<file path="config.mk">
export PLATFORM = sky130hd
export DESIGN_NAME = hazard_ctrl_unit_flat
export DESIGN_NICKNAME = d
export VERILOG_FILES = /design/src/rtl/hazard_ctrl_unit_if.sv /design/src/rtl/hazard_ctrl_unit.sv /design/src/flat_wrapper.sv
export SDC_FILE = /design/constraint.sdc
export NUM_CORES = 1
export LEC_CHECK = 0
export CAP_MARGIN = 40
export CORE_ASPECT_RATIO = 1.1
export CORE_MARGIN = 2
export CORE_UTILIZATION = 49
export DETAILED_ROUTE_END_ITERATION = 8
export GPL_TIMING_DRIVEN = 0
export HOLD_SLACK_MARGIN = 0.1
export PLACE_DENSITY = 0.95
export SYNTH_ARGS = -nofsm -noshare
export SYNTH_HDL_FRONTEND = slang
export SYNTH_SLANG_ARGS = --single-unit
</file>
<file path="constraint.sdc">
create_clock -name clk -period 4.1 [get_ports clk]
set_clock_uncertainty 0.2 [all_clocks]
set_input_delay 0.615 -clock clk [delete_from_list [all_inputs] [get_ports clk]]
set_output_delay 0.615 -clock clk [all_outputs]
set_load 0.02 [all_outputs]
</file>
<file path="src/rtl/hazard_ctrl_unit_if.sv">
// Hazard-controller bundle: register indices and pipeline flags from the core in, forward selects,
// stall/flush enables and performance counters back out. Pure wiring, no latency, no backpressure.
interface hazard_ctrl_unit_if #(
  parameter int REG_AW = 5,
  parameter int CNT_W  = 16
);
  logic [REG_AW-1:0] RS1D;
  logic [REG_AW-1:0] RS2D;
  logic [REG_AW-1:0] RS1E;
  logic [REG_AW-1:0] RS2E;
  logic [REG_AW-1:0] RDE;
  logic [REG_AW-1:0] RDM;
  logic [REG_AW-1:0] RDW;
  logic              RegWriteM;
  logic              RegWriteW;
  logic              MemReadE;
  logic              PCSrcE;
  logic              MduStartE;

  logic [1:0]        ForwardAE;
  logic [1:0]        ForwardBE;
  logic              StallF;
  logic              StallD;
  logic              StallE;
  logic              FlushD;
  logic              FlushE;
  logic              FlushM;
  logic              MduBusy;
  logic [CNT_W-1:0]  StallCnt;
  logic [CNT_W-1:0]  FlushCnt;

  // Core side: drives the pipeline state, consumes the hazard controls.
  modport master (
    output RS1D, RS2D, RS1E, RS2E, RDE, RDM, RDW,
    output RegWriteM, RegWriteW, MemReadE, PCSrcE, MduStartE,
    input  ForwardAE, ForwardBE, StallF, StallD, StallE,
    input  FlushD, FlushE, FlushM, MduBusy, StallCnt, FlushCnt
  );

  modport slave (
    input  RS1D, RS2D, RS1E, RS2E, RDE, RDM, RDW,
    input  RegWriteM, RegWriteW, MemReadE, PCSrcE, MduStartE,
    output ForwardAE, ForwardBE, StallF, StallD, StallE,
    output FlushD, FlushE, FlushM, MduBusy, StallCnt, FlushCnt
  );
endinterface

</file>
<file path="src/rtl/hazard_ctrl_unit.sv">
// 5-stage RV32 hazard controller: forwarding, load-use stall, branch flush, MDU stall sequencer, counters.
// Controls are combinational from pipeline state (0 latency); counters update one cycle later; no backpressure.
module hazard_ctrl_unit #(
  parameter int REG_AW  = 5,
  parameter int MDU_LAT = 4,
  parameter int CNT_W   = 16
) (
  input  logic              clk,
  input  logic              reset,
  hazard_ctrl_unit_if.slave hz
);

  localparam bit               MDU_MULTI = (MDU_LAT > 1);
  localparam logic [7:0]       MDU_INIT  = 8'(MDU_LAT - 1);
  localparam logic [CNT_W-1:0] CNT_ONE   = CNT_W'(1);
  localparam logic [CNT_W-1:0] CNT_MAX   = '1;

  logic [7:0]       mdu_cnt_q,   mdu_cnt_d;
  logic [CNT_W-1:0] stall_cnt_q, stall_cnt_d;
  logic [CNT_W-1:0] flush_cnt_q, flush_cnt_d;

  logic [1:0] fwd_a, fwd_b;
  logic       mdu_stall, lw_stall;
  logic       stall_f, stall_d, stall_e;
  logic       flush_d, flush_e, flush_m;

  // M result is younger than W, so it wins; x0 is hardwired and never forwarded.
  always_comb begin
    fwd_a = 2'b00;
    if (hz.RegWriteM && (hz.RDM != '0) && (hz.RDM == hz.RS1E))
      fwd_a = 2'b10;
    else if (hz.RegWriteW && (hz.RDW != '0) && (hz.RDW == hz.RS1E))
      fwd_a = 2'b01;

    fwd_b = 2'b00;
    if (hz.RegWriteM && (hz.RDM != '0) && (hz.RDM == hz.RS2E))
      fwd_b = 2'b10;
    else if (hz.RegWriteW && (hz.RDW != '0) && (hz.RDW == hz.RS2E))
      fwd_b = 2'b01;
  end

  always_comb begin
    mdu_stall = (mdu_cnt_q == 8'd0) ? (hz.MduStartE && MDU_MULTI) : (mdu_cnt_q > 8'd1);
    lw_stall  = hz.MemReadE && (hz.RDE != '0) &&
                ((hz.RDE == hz.RS1D) || (hz.RDE == hz.RS2D));
  end

  // A stalled MDU op owns E, so no branch can resolve there and the D instr just waits.
  always_comb begin
    stall_f = 1'b0;
    stall_d = 1'b0;
    stall_e = 1'b0;
    flush_d = 1'b0;
    flush_e = 1'b0;
    flush_m = 1'b0;
    if (mdu_stall) begin
      stall_f = 1'b1;
      stall_d = 1'b1;
      stall_e = 1'b1;
      flush_m = 1'b1;
    end else if (hz.PCSrcE) begin
      flush_d = 1'b1;
      flush_e = 1'b1;
    end else if (lw_stall) begin
      stall_f = 1'b1;
      stall_d = 1'b1;
      flush_e = 1'b1;
    end
  end

  always_comb begin
    mdu_cnt_d = mdu_cnt_q;
    if (mdu_cnt_q != 8'd0)
      mdu_cnt_d = mdu_cnt_q - 8'd1;
    else if (hz.MduStartE && MDU_MULTI)
      mdu_cnt_d = MDU_INIT;

    stall_cnt_d = stall_cnt_q;
    if (stall_f && (stall_cnt_q != CNT_MAX))
      stall_cnt_d = stall_cnt_q + CNT_ONE;

    flush_cnt_d = flush_cnt_q;
    if ((flush_d || flush_e) && (flush_cnt_q != CNT_MAX))
      flush_cnt_d = flush_cnt_q + CNT_ONE;
  end

  always_ff @(posedge clk or negedge reset) begin
    if (!reset) begin
      mdu_cnt_q   <= 8'd0;
      stall_cnt_q <= '0;
      flush_cnt_q <= '0;
    end else begin
      mdu_cnt_q   <= mdu_cnt_d;
      stall_cnt_q <= stall_cnt_d;
      flush_cnt_q <= flush_cnt_d;
    end
  end

  // Reset masks the combinational outputs so an in-flight stall drops immediately.
  always_comb begin
    hz.ForwardAE = reset ? fwd_a : 2'b00;
    hz.ForwardBE = reset ? fwd_b : 2'b00;
    hz.StallF    = reset & stall_f;
    hz.StallD    = reset & stall_d;
    hz.StallE    = reset & stall_e;
    hz.FlushD    = reset & flush_d;
    hz.FlushE    = reset & flush_e;
    hz.FlushM    = reset & flush_m;
    hz.MduBusy   = reset & mdu_stall;
    hz.StallCnt  = stall_cnt_q;
    hz.FlushCnt  = flush_cnt_q;
  end

endmodule
</file>
<file path="src/flat_wrapper.sv">
// flat-port wrapper written by rule: the top's interface ports become plain ports
module hazard_ctrl_unit_flat 
#(
  parameter int REG_AW  = 5,
  parameter int MDU_LAT = 4,
  parameter int CNT_W   = 16
)
  (clk, reset, hz_RS1D, hz_RS2D, hz_RS1E, hz_RS2E, hz_RDE, hz_RDM, hz_RDW, hz_RegWriteM, hz_RegWriteW, hz_MemReadE, hz_PCSrcE, hz_MduStartE, hz_ForwardAE, hz_ForwardBE, hz_StallF, hz_StallD, hz_StallE, hz_FlushD, hz_FlushE, hz_FlushM, hz_MduBusy, hz_StallCnt, hz_FlushCnt);
  hazard_ctrl_unit_if #(.REG_AW(REG_AW), .CNT_W(CNT_W)) hz_i ();
  input  logic clk;
  input  logic reset;
  input wire logic [$bits(hz_i.RS1D)-1:0] hz_RS1D;
  input wire logic [$bits(hz_i.RS2D)-1:0] hz_RS2D;
  input wire logic [$bits(hz_i.RS1E)-1:0] hz_RS1E;
  input wire logic [$bits(hz_i.RS2E)-1:0] hz_RS2E;
  input wire logic [$bits(hz_i.RDE)-1:0] hz_RDE;
  input wire logic [$bits(hz_i.RDM)-1:0] hz_RDM;
  input wire logic [$bits(hz_i.RDW)-1:0] hz_RDW;
  input wire logic [$bits(hz_i.RegWriteM)-1:0] hz_RegWriteM;
  input wire logic [$bits(hz_i.RegWriteW)-1:0] hz_RegWriteW;
  input wire logic [$bits(hz_i.MemReadE)-1:0] hz_MemReadE;
  input wire logic [$bits(hz_i.PCSrcE)-1:0] hz_PCSrcE;
  input wire logic [$bits(hz_i.MduStartE)-1:0] hz_MduStartE;
  output wire logic [$bits(hz_i.ForwardAE)-1:0] hz_ForwardAE;
  output wire logic [$bits(hz_i.ForwardBE)-1:0] hz_ForwardBE;
  output wire logic [$bits(hz_i.StallF)-1:0] hz_StallF;
  output wire logic [$bits(hz_i.StallD)-1:0] hz_StallD;
  output wire logic [$bits(hz_i.StallE)-1:0] hz_StallE;
  output wire logic [$bits(hz_i.FlushD)-1:0] hz_FlushD;
  output wire logic [$bits(hz_i.FlushE)-1:0] hz_FlushE;
  output wire logic [$bits(hz_i.FlushM)-1:0] hz_FlushM;
  output wire logic [$bits(hz_i.MduBusy)-1:0] hz_MduBusy;
  output wire logic [$bits(hz_i.StallCnt)-1:0] hz_StallCnt;
  output wire logic [$bits(hz_i.FlushCnt)-1:0] hz_FlushCnt;
  assign hz_i.RS1D = hz_RS1D;
  assign hz_i.RS2D = hz_RS2D;
  assign hz_i.RS1E = hz_RS1E;
  assign hz_i.RS2E = hz_RS2E;
  assign hz_i.RDE = hz_RDE;
  assign hz_i.RDM = hz_RDM;
  assign hz_i.RDW = hz_RDW;
  assign hz_i.RegWriteM = hz_RegWriteM;
  assign hz_i.RegWriteW = hz_RegWriteW;
  assign hz_i.MemReadE = hz_MemReadE;
  assign hz_i.PCSrcE = hz_PCSrcE;
  assign hz_i.MduStartE = hz_MduStartE;
  assign hz_ForwardAE = hz_i.ForwardAE;
  assign hz_ForwardBE = hz_i.ForwardBE;
  assign hz_StallF = hz_i.StallF;
  assign hz_StallD = hz_i.StallD;
  assign hz_StallE = hz_i.StallE;
  assign hz_FlushD = hz_i.FlushD;
  assign hz_FlushE = hz_i.FlushE;
  assign hz_FlushM = hz_i.FlushM;
  assign hz_MduBusy = hz_i.MduBusy;
  assign hz_StallCnt = hz_i.StallCnt;
  assign hz_FlushCnt = hz_i.FlushCnt;
  hazard_ctrl_unit #(.REG_AW(REG_AW), .MDU_LAT(MDU_LAT), .CNT_W(CNT_W)) u_core (.clk(clk), .reset(reset), .hz(hz_i));
endmodule
</file>
==> flow_metrics.py, run 1 <==
metrics = {
    "floorplan": {
        "ioPinCount": 85,
        "start_util": 0.513,
        "die-area_um2": 5520,
        "core_um2": 4720,
        "die_h_um": 77.7,
        "dieWidth_um": 71.0,
        "rows": 26,
    },
    "job": {
        "maxCapViolations": 0,
    },
    "detailed_routing": {
        "drc": 0,
        "drt_iter0_drc": 133,
        "detail_route.wl_per_cell_um": 15.4,
        "vias_per_cell": 5.49,
        "vias": 2145,
        "drtAntennaViolNets": 0,
        "dr.pass1.iters": 4,
        "drt-total-wl_um": 6030,
    },
    "synth": {
        "yosys.cell_types.count": 39,
        "seq_area_frac_synth": 0.414,
        "synth_cells": 241,
        "ys_ff_latch": 40,
        "synth-async-reset-ratio": 1.00,
        "yosysTopAreaCellShare": 0.414,
        "yosysTopAreaCell": "dfrtp_1",
        "yosysWarnings": 0,
        "synth_most_common_cell": "xnor2_1",
        "syn_area_um2": 2420,
        "synth-edff-count": 0,
        "ys_top_cells_by_count": "51 x xnor2_1, 40 x dfrtp_1, 21 x nand2_1",
        "syn_nets": 288,
        "synthFlopType": "dfrtp_1",
        "synthTopCellsByArea": "dfrtp_1 41%, xnor2_1 18%, xor2_1 4.7%",
        "avgSynthCellArea_um2": 10.0,
    },
    "final_layout": {
        "final_nets": 381,
        "fillers": 310,
        "n_antenna_cell": 0,
        "instances_no_fill": 391,
        "synthToLayoutAreaGrowth_pct": 43.7,
        "final_layout_size_suffix_gt1_frac": 0.0746,
    },
    "sta": {
        "setup_violations": 0,
        "finalMaxSlewViolations": 0,
        "timing.hold.ws_ns": 0.307,
        "setup_ws_ns": 0.397,
        "post-route-min-period_ns": 3.70,
        "max_slew.worst_pin.slew_ns": 0.460,
        "tns_ns": 0,
        "period_share": 0.903,
        "finalHoldViolations": 0,
        "max_freq_ghz": 0.270,
        "slew_headroom": 0.691,
        "rsz0062_at_grt": "false",
    },
    "power": {
        "p_sw_mw": 0.508,
        "vdd_drop_max_uv": 479,
        "finalPower_mw": 1.47,
        "internal_power_mw": 0.967,
        "seqPwrFrac": 0.403,
        "swShare": 0.344,
        "power_density_nw_per_um2": 424,
        "p_leak_nw": 1.37,
        "clockPowerShare": 0.231,
        "p_comb_frac": 0.366,
    },
    "critical_path": {
        "worstReg2RegEnd": "u_core.hz.StallCnt[13]",
        "cp_data_required_time_ns": 3.28,
        "cp.arrival_ns": 2.89,
        "r2r-start": "u_core.hz.StallCnt[0]",
        "cp-end-kind": "primary output",
        "cp_max_fo": 4,
        "startpoint_type": "input pin",
        "criticalPathCategory": "in2out",
        "r2r_setup_slack_ns": 1.60,
        "reg2reg_depth": 8,
    },
    "worst_hold_path": {
        "holdPathEnd": "u_core.hz.FlushCnt[11]",
        "hold_depth": 1,
        "hp-class": "reg2reg",
        "hold_start": "u_core.hz.FlushCnt[11]",
    },
    "placement": {
        "pre_cts_slack_ns": 0.405,
        "dp.cells": 382,
        "dp_hpwl_um": 4720,
        "place_congestion": 0.900,
        "io_buffers": 84,
    },
    "clocking": {
        "cts_sinks": 40,
        "clkTransAtPathRegs_ns": 0.08,
        "clock_latency_ns": 0.29,
        "post-cts-setup-buffer-count": 0,
        "cts_max_path_buffers": 2,
        "h-tree-depth": 2,
        "hold_buffers": 1,
        "cts.repair.resized": 0,
        "cts_inserted_buffers": 5,
        "cts_tree": "done",
        "clock_tree.root_cell": "clkbuf_8",
    },
    "grt": {
        "grt_pass1_wl_um": 10400,
        "first_global_vias": 2218,
        "grt_max_degree": 36,
        "globalRouteOverflowTotal": 0,
        "antenna_found_initial": 0,
        "grt_use_total": 0.234,
    },
    "status": {
        "status": "finished clean",
    },
}
how the worst max path moves through the flow:
stage                     startpoint         endpoint  slack (ns)  cells after the start
final                      hz_RDE[1]        hz_StallF        0.40                      9
after global routing       hz_RDE[1]        hz_StallF        0.21                      9
after CTS                  hz_RDE[1]        hz_StallF        0.40                      9
after detailed placement   hz_RDE[1]        hz_StallF        0.40                      9
after global placement         reset  hz_ForwardAE[0]       -0.38                      4
after floorplan            hz_RDM[1]  hz_ForwardAE[0]        1.37                      4
placed cells by master (no fill, tap or decap), types with 2 or more instances in the layout:
| cell type | count |
|---|---|
| clkdlybuf4s50_1 | 83 |
| xnor2_1 | 51 |
| dfrtp_1 | 40 |
| nand2_1 | 21 |
| nand3_1 | 16 |
| nand4_1 | 14 |
| xor2_1 | 13 |
| nor2_1 | 10 |
| nor3_1 | 9 |
| and2_1 | 8 |
| and3_1 | 8 |
| clkbuf_8 | 6 |
| ha_1 | 5 |
| o21ai_0 | 4 |
| and4_1 | 4 |
| inv_1 | 3 |
| or4_1 | 3 |
| nor4_1 | 3 |
| mux2_2 | 3 |
| buf_4 | 3 |
| a21oi_1 | 2 |
| clkbuf_1 | 2 |
metrics by stage:
stage / cell area (µm²) / util
floorplan: 2420 / -
finish: 3480 / 0.737
CTS: 3480 / 0.737
global placement: 3330 / 0.706
global route: 3480 / 0.737
detailed placement: 3350 / 0.709
worst max-delay path: stages:
cell and delay, ns:
clkdlybuf4s50_1 0.57, xnor2_1 0.15, nand3_1 0.09, o22ai_1 0.34, nand2_1 0.08, o21ai_0 0.15, and2_1 0.18, buf_4 0.11
clkdlybuf4s50_1 0.59
layer usage:
metal  global-route usage  wire length [µm]  vias to the layer above
li1                     -                 -                     1039
met1                0.290              2430                     1031
met2                0.403              3190                       60
met3               0.0429               258                       15
met4               0.0925               144                        0
met5                    0                 0                        -
sequential cells by signal, summed over array words and instances, names as in the netlist:
| name | cells |
|---|---|
| u_core.hz.FlushCnt | 16 |
| u_core.mdu_cnt_q | 8 |
| u_core.hz.StallCnt | 16 |
kinds of logic after synthesis:
kind of cell | share of synthesized area
xor gates and xnor gates | 0.232
muxes | 0.0140
AOI/OAI and AO/OA | 0.0502
and+or+nand+nor | 0.237
DFF | 0.414
adders and majority gates | 0.0259
buffers and inverters | 0.0279
cell type report:
cell class / count / area [µm²] / share of cell area
multi-input cells: 191 / 1350 / 0.389
flip-flops and latches: 40 / 1000 / 0.288
repair buffers: 86 / 866 / 0.249
clock buffers: 6 / 82.6 / 0.0237
well taps: 56 / 70.1 / 0.0202
plain buffers: 7 / 56.3 / 0.0162
clock inverters: 2 / 38.8 / 0.0112
inverters: 3 / 11.3 / 0.00324
power groups by stage:
stage	Clock, mW	Sequential [mW]	Combinational, mW
5_1_grt	0.364	0.612	0.593
6_report	0.340	0.595	0.540
3_3_place_gp	0	0.592	0.516
2_1_floorplan	0	0.639	0.259
3_5_place_dp	0	0.600	0.540
4_1_cts	0.345	0.593	0.544
Power figures use the tool's default switching activity.
==> run 2, diff against run 1 <==
--- a/config.mk
+++ b/config.mk
@@ -5,10 +5,12 @@
 export SDC_FILE = /design/constraint.sdc
 export NUM_CORES = 1
 export LEC_CHECK = 0
+export ABC_AREA = 1
 export CAP_MARGIN = 40
 export CORE_ASPECT_RATIO = 1.1
 export CORE_MARGIN = 2
-export CORE_UTILIZATION = 49
+export CORE_UTILIZATION = 52
+export CTS_CLUSTER_SIZE = 16
 export DETAILED_ROUTE_END_ITERATION = 8
 export GPL_TIMING_DRIVEN = 0
 export HOLD_SLACK_MARGIN = 0.1
==> run 2 against run 1 <==
Net effect:
- first-iteration DRC count increased by 53%
- area after synthesis increased by 24%
- critical path depth increased by 4
- hold slack got worse by 0.015 ns
- count of clock-buffer cells in the layout unchanged
- via count increased by 51%
- combinational power increased by 21%
- final area increased by 17%
- non-clock buffer count increased by 4
- die area increased by 16%
==> flow_metrics.py, run 2 <==
metrics = {
    "clocking": {
        "cts_tree": "done",
        "cts_inserted_buffers": 5,
        "clock_latency_ns": 0.29,
        "h-tree-depth": 2,
        "cts_max_path_buffers": 2,
        "clock_tree.root_cell": "clkbuf_8",
        "clkTransAtPathRegs_ns": 0.07,
        "cts_sinks": 40,
    },
    "sta": {
        "slew_headroom": 0.710,
        "max_freq_ghz": 0.263,
        "finalMaxSlewViolations": 0,
        "max_slew.worst_pin.slew_ns": 0.435,
        "rsz0062_at_grt": "false",
        "period_share": 0.928,
        "timing.hold.ws_ns": 0.292,
        "post-route-min-period_ns": 3.80,
        "finalHoldViolations": 0,
        "tns_ns": 0,
        "setup_violations": 0,
    },
    "critical_path": {
        "cp_top_family": "buffers and inverters",
        "cp_max_fo": 10,
        "slowest_delay_ns": 0.61,
        "crit_path_top_delay_cell": "clkdlybuf4s50_1",
        "r2r_setup_slack_ns": 1.76,
        "cp_data_required_time_ns": 3.28,
        "startpoint_type": "input pin",
        "cp.buffers_inverters": 4,
        "path_cells": "clkdlybuf4s50_1, inv_1, nand2_1, nand2_1, nor2_1, nand3_1, nand2_1, nand2_1, nand2_1, buf_2, nand2_1, nor2_1, clkdlybuf4s50_1",
        "cp.arrival_ns": 2.99,
        "path_common_cell": "nand2_1",
        "criticalPathCategory": "in2out",
        "cp-end-kind": "primary output",
    },
    "synth": {
        "avgSynthCellArea_um2": 6.97,
        "synthFlopType": "dfrtp_1",
        "yosysTopAreaCellShare": 0.333,
        "yosys.cell_types.count": 29,
        "syn_area_um2": 3000,
        "ys_top_cells_by_count": "132 x nand2_1, 47 x inv_1, 43 x nor2_1",
        "synthTopCellsByArea": "dfrtp_1 33%, nand2_1 16%, xnor2_1 7.9%",
        "yosysWarnings": 0,
        "synth_most_common_cell": "nand2_1",
        "synth-async-reset-ratio": 1.00,
        "synth-edff-count": 0,
        "seq_area_frac_synth": 0.333,
        "synth_cells": 431,
        "syn_nets": 478,
        "ys_ff_latch": 40,
        "yosysTopAreaCell": "dfrtp_1",
    },
    "power": {
        "power_density_nw_per_um2": 389,
        "finalPower_mw": 1.58,
        "vdd_drop_max_uv": 383,
        "p_leak_nw": 1.89,
    },
    "detailed_routing": {
        "dr.pass1.iters": 5,
        "wl_met1_um": 3330,
        "vias": 3230,
        "drc": 0,
        "drt-total-wl_um": 8040,
        "wl_met3_um": 632,
        "top_layer_used": "met4",
        "wl_met2_um": 3970,
        "drt_iter0_drc": 203,
        "drtAntennaViolNets": 0,
        "vias_per_cell": 5.37,
        "detail_route.wl_per_cell_um": 13.4,
    },
    "worst_hold_path": {
        "hp-class": "reg2reg",
    },
    "final_layout": {
        "instances_no_fill": 602,
        "final_layout_size_suffix_gt1_frac": 0.0667,
        "synthToLayoutAreaGrowth_pct": 35.6,
        "final_nets": 571,
        "final_cell_mix": "132 x nand2_1, 83 x clkdlybuf4s50_1, 47 x inv_1, 43 x nor2_1, 40 x dfrtp_1",
        "n_antenna_cell": 0,
        "final_common_cell": "nand2_1",
        "fillers": 404,
    },
    "floorplan": {
        "rows": 29,
        "core_um2": 5660,
        "die-area_um2": 6400,
        "dieWidth_um": 76.5,
        "die_h_um": 83.7,
        "ioPinCount": 85,
        "start_util": 0.531,
    },
    "grt": {
        "globalRouteOverflowTotal": 0,
        "grt_use_total": 0.257,
        "antenna_found_initial": 0,
        "grt_max_degree": 30,
        "grt_pass1_wl_um": 13500,
        "first_global_vias": 3025,
    },
    "placement": {
        "dp.cells": 593,
        "place_congestion": 0.925,
        "dp_hpwl_um": 6260,
        "io_buffers": 84,
    },
    "status": {
        "status": "finished clean",
    },
    "job": {
        "maxCapViolations": 0,
    },
}
==> run 2: power breakdown <==
part | internal [mW] | switching, mW
logic | 0.295 | 0.358
clock network | 0.181 | 0.138
registers | 0.487 | 0.125
total | 0.963 | 0.622
==> run 2: per-layer routing <==
metal,vias up,track usage
met3,15,0.0552
met5,-,0
met2,157,0.457
li1,1565,-
met4,0,0.0876
met1,1493,0.308
==> run 2: cell families (layout without fill, tap and decap cells) <==
family / count (synthesis) / after routing / share of synthesized area
xor gates and xnor gates: 44 / 44 / 0.128
AOI/OAI and AO/OA: 21 / 21 / 0.0421
buffers and inverters: 58 / 152 / 0.0829
DFF: 40 / 40 / 0.333
adders and majority gates: 5 / 5 / 0.0208
and+or+nand+nor: 263 / 263 / 0.393
==> run 2: timing repair <==
item | CTS | global route
setup buffers | 0 | 0
hold buffers | 1 | 0
resized for setup | 0 | 0
hold endpoints to repair | 11 | 0
==> run 2: worst register-to-register path: stages (launching register included) <==
cell and delay (ns):
dfrtp_1 0.45, ha_1 0.27, nand3_2 0.13, nor2_1 0.24, nand2_1 0.09, nor2_1 0.21, nand2_2 0.16, clkbuf_1 0.26
nand4_1 0.16, nand2_1 0.06
==> run 2: layout make-up <==
type / count / area (µm²) / area share
Clock inverter: 2 / 35.0 / 0.00860
Buffer: 11 / 72.6 / 0.0178
Clock buffer: 6 / 72.6 / 0.0178
Inverter: 47 / 176 / 0.0433
Timing Repair Buffer: 86 / 866 / 0.213
Tap cell: 77 / 96.3 / 0.0236
Sequential cell: 40 / 1000 / 0.246
Multi-Input combinational cell: 333 / 1750 / 0.431
==> run 2: final timing paths <==
| path | to | startpoint | cells past startpoint |
|---|---|---|---|
| min reg2reg | u_core.mdu_cnt_q[6] | u_core.mdu_cnt_q[6] | 1 |
| max in group asynchronous | u_core.hz.FlushCnt[12] | reset | 3 |
| max reg2reg | u_core.hz.FlushCnt[14] | u_core.hz.FlushCnt[0] | 9 |
| min | u_core.mdu_cnt_q[6] | u_core.mdu_cnt_q[6] | 1 |
| max | hz_FlushE | hz_RDE[1] | 13 |
| min in group asynchronous | u_core.hz.FlushCnt[8] | reset | 2 |
==> run 2: per-stage QoR <==
stage	utilization	worst slack [ns]	instance area (µm²)
2_1_floorplan	-	1.41	3000
6_report	0.720	0.297	4070
4_1_cts	0.720	0.276	4070
5_1_grt	0.720	0.0392	4070
3_5_place_dp	0.699	0.273	3960
3_3_place_gp	0.696	-0.647	3940
==> run 3, diff against run 2 <==
--- a/config.mk
+++ b/config.mk
@@ -10,6 +10,7 @@
 export CORE_ASPECT_RATIO = 1.1
 export CORE_MARGIN = 2
 export CORE_UTILIZATION = 52
+export CTS_CLUSTER_DIAMETER = 30
 export CTS_CLUSTER_SIZE = 16
 export DETAILED_ROUTE_END_ITERATION = 8
 export GPL_TIMING_DRIVEN = 0
==> results of run 3 <==
No change in the layout: final DEF, timing and power equal those of run 2.
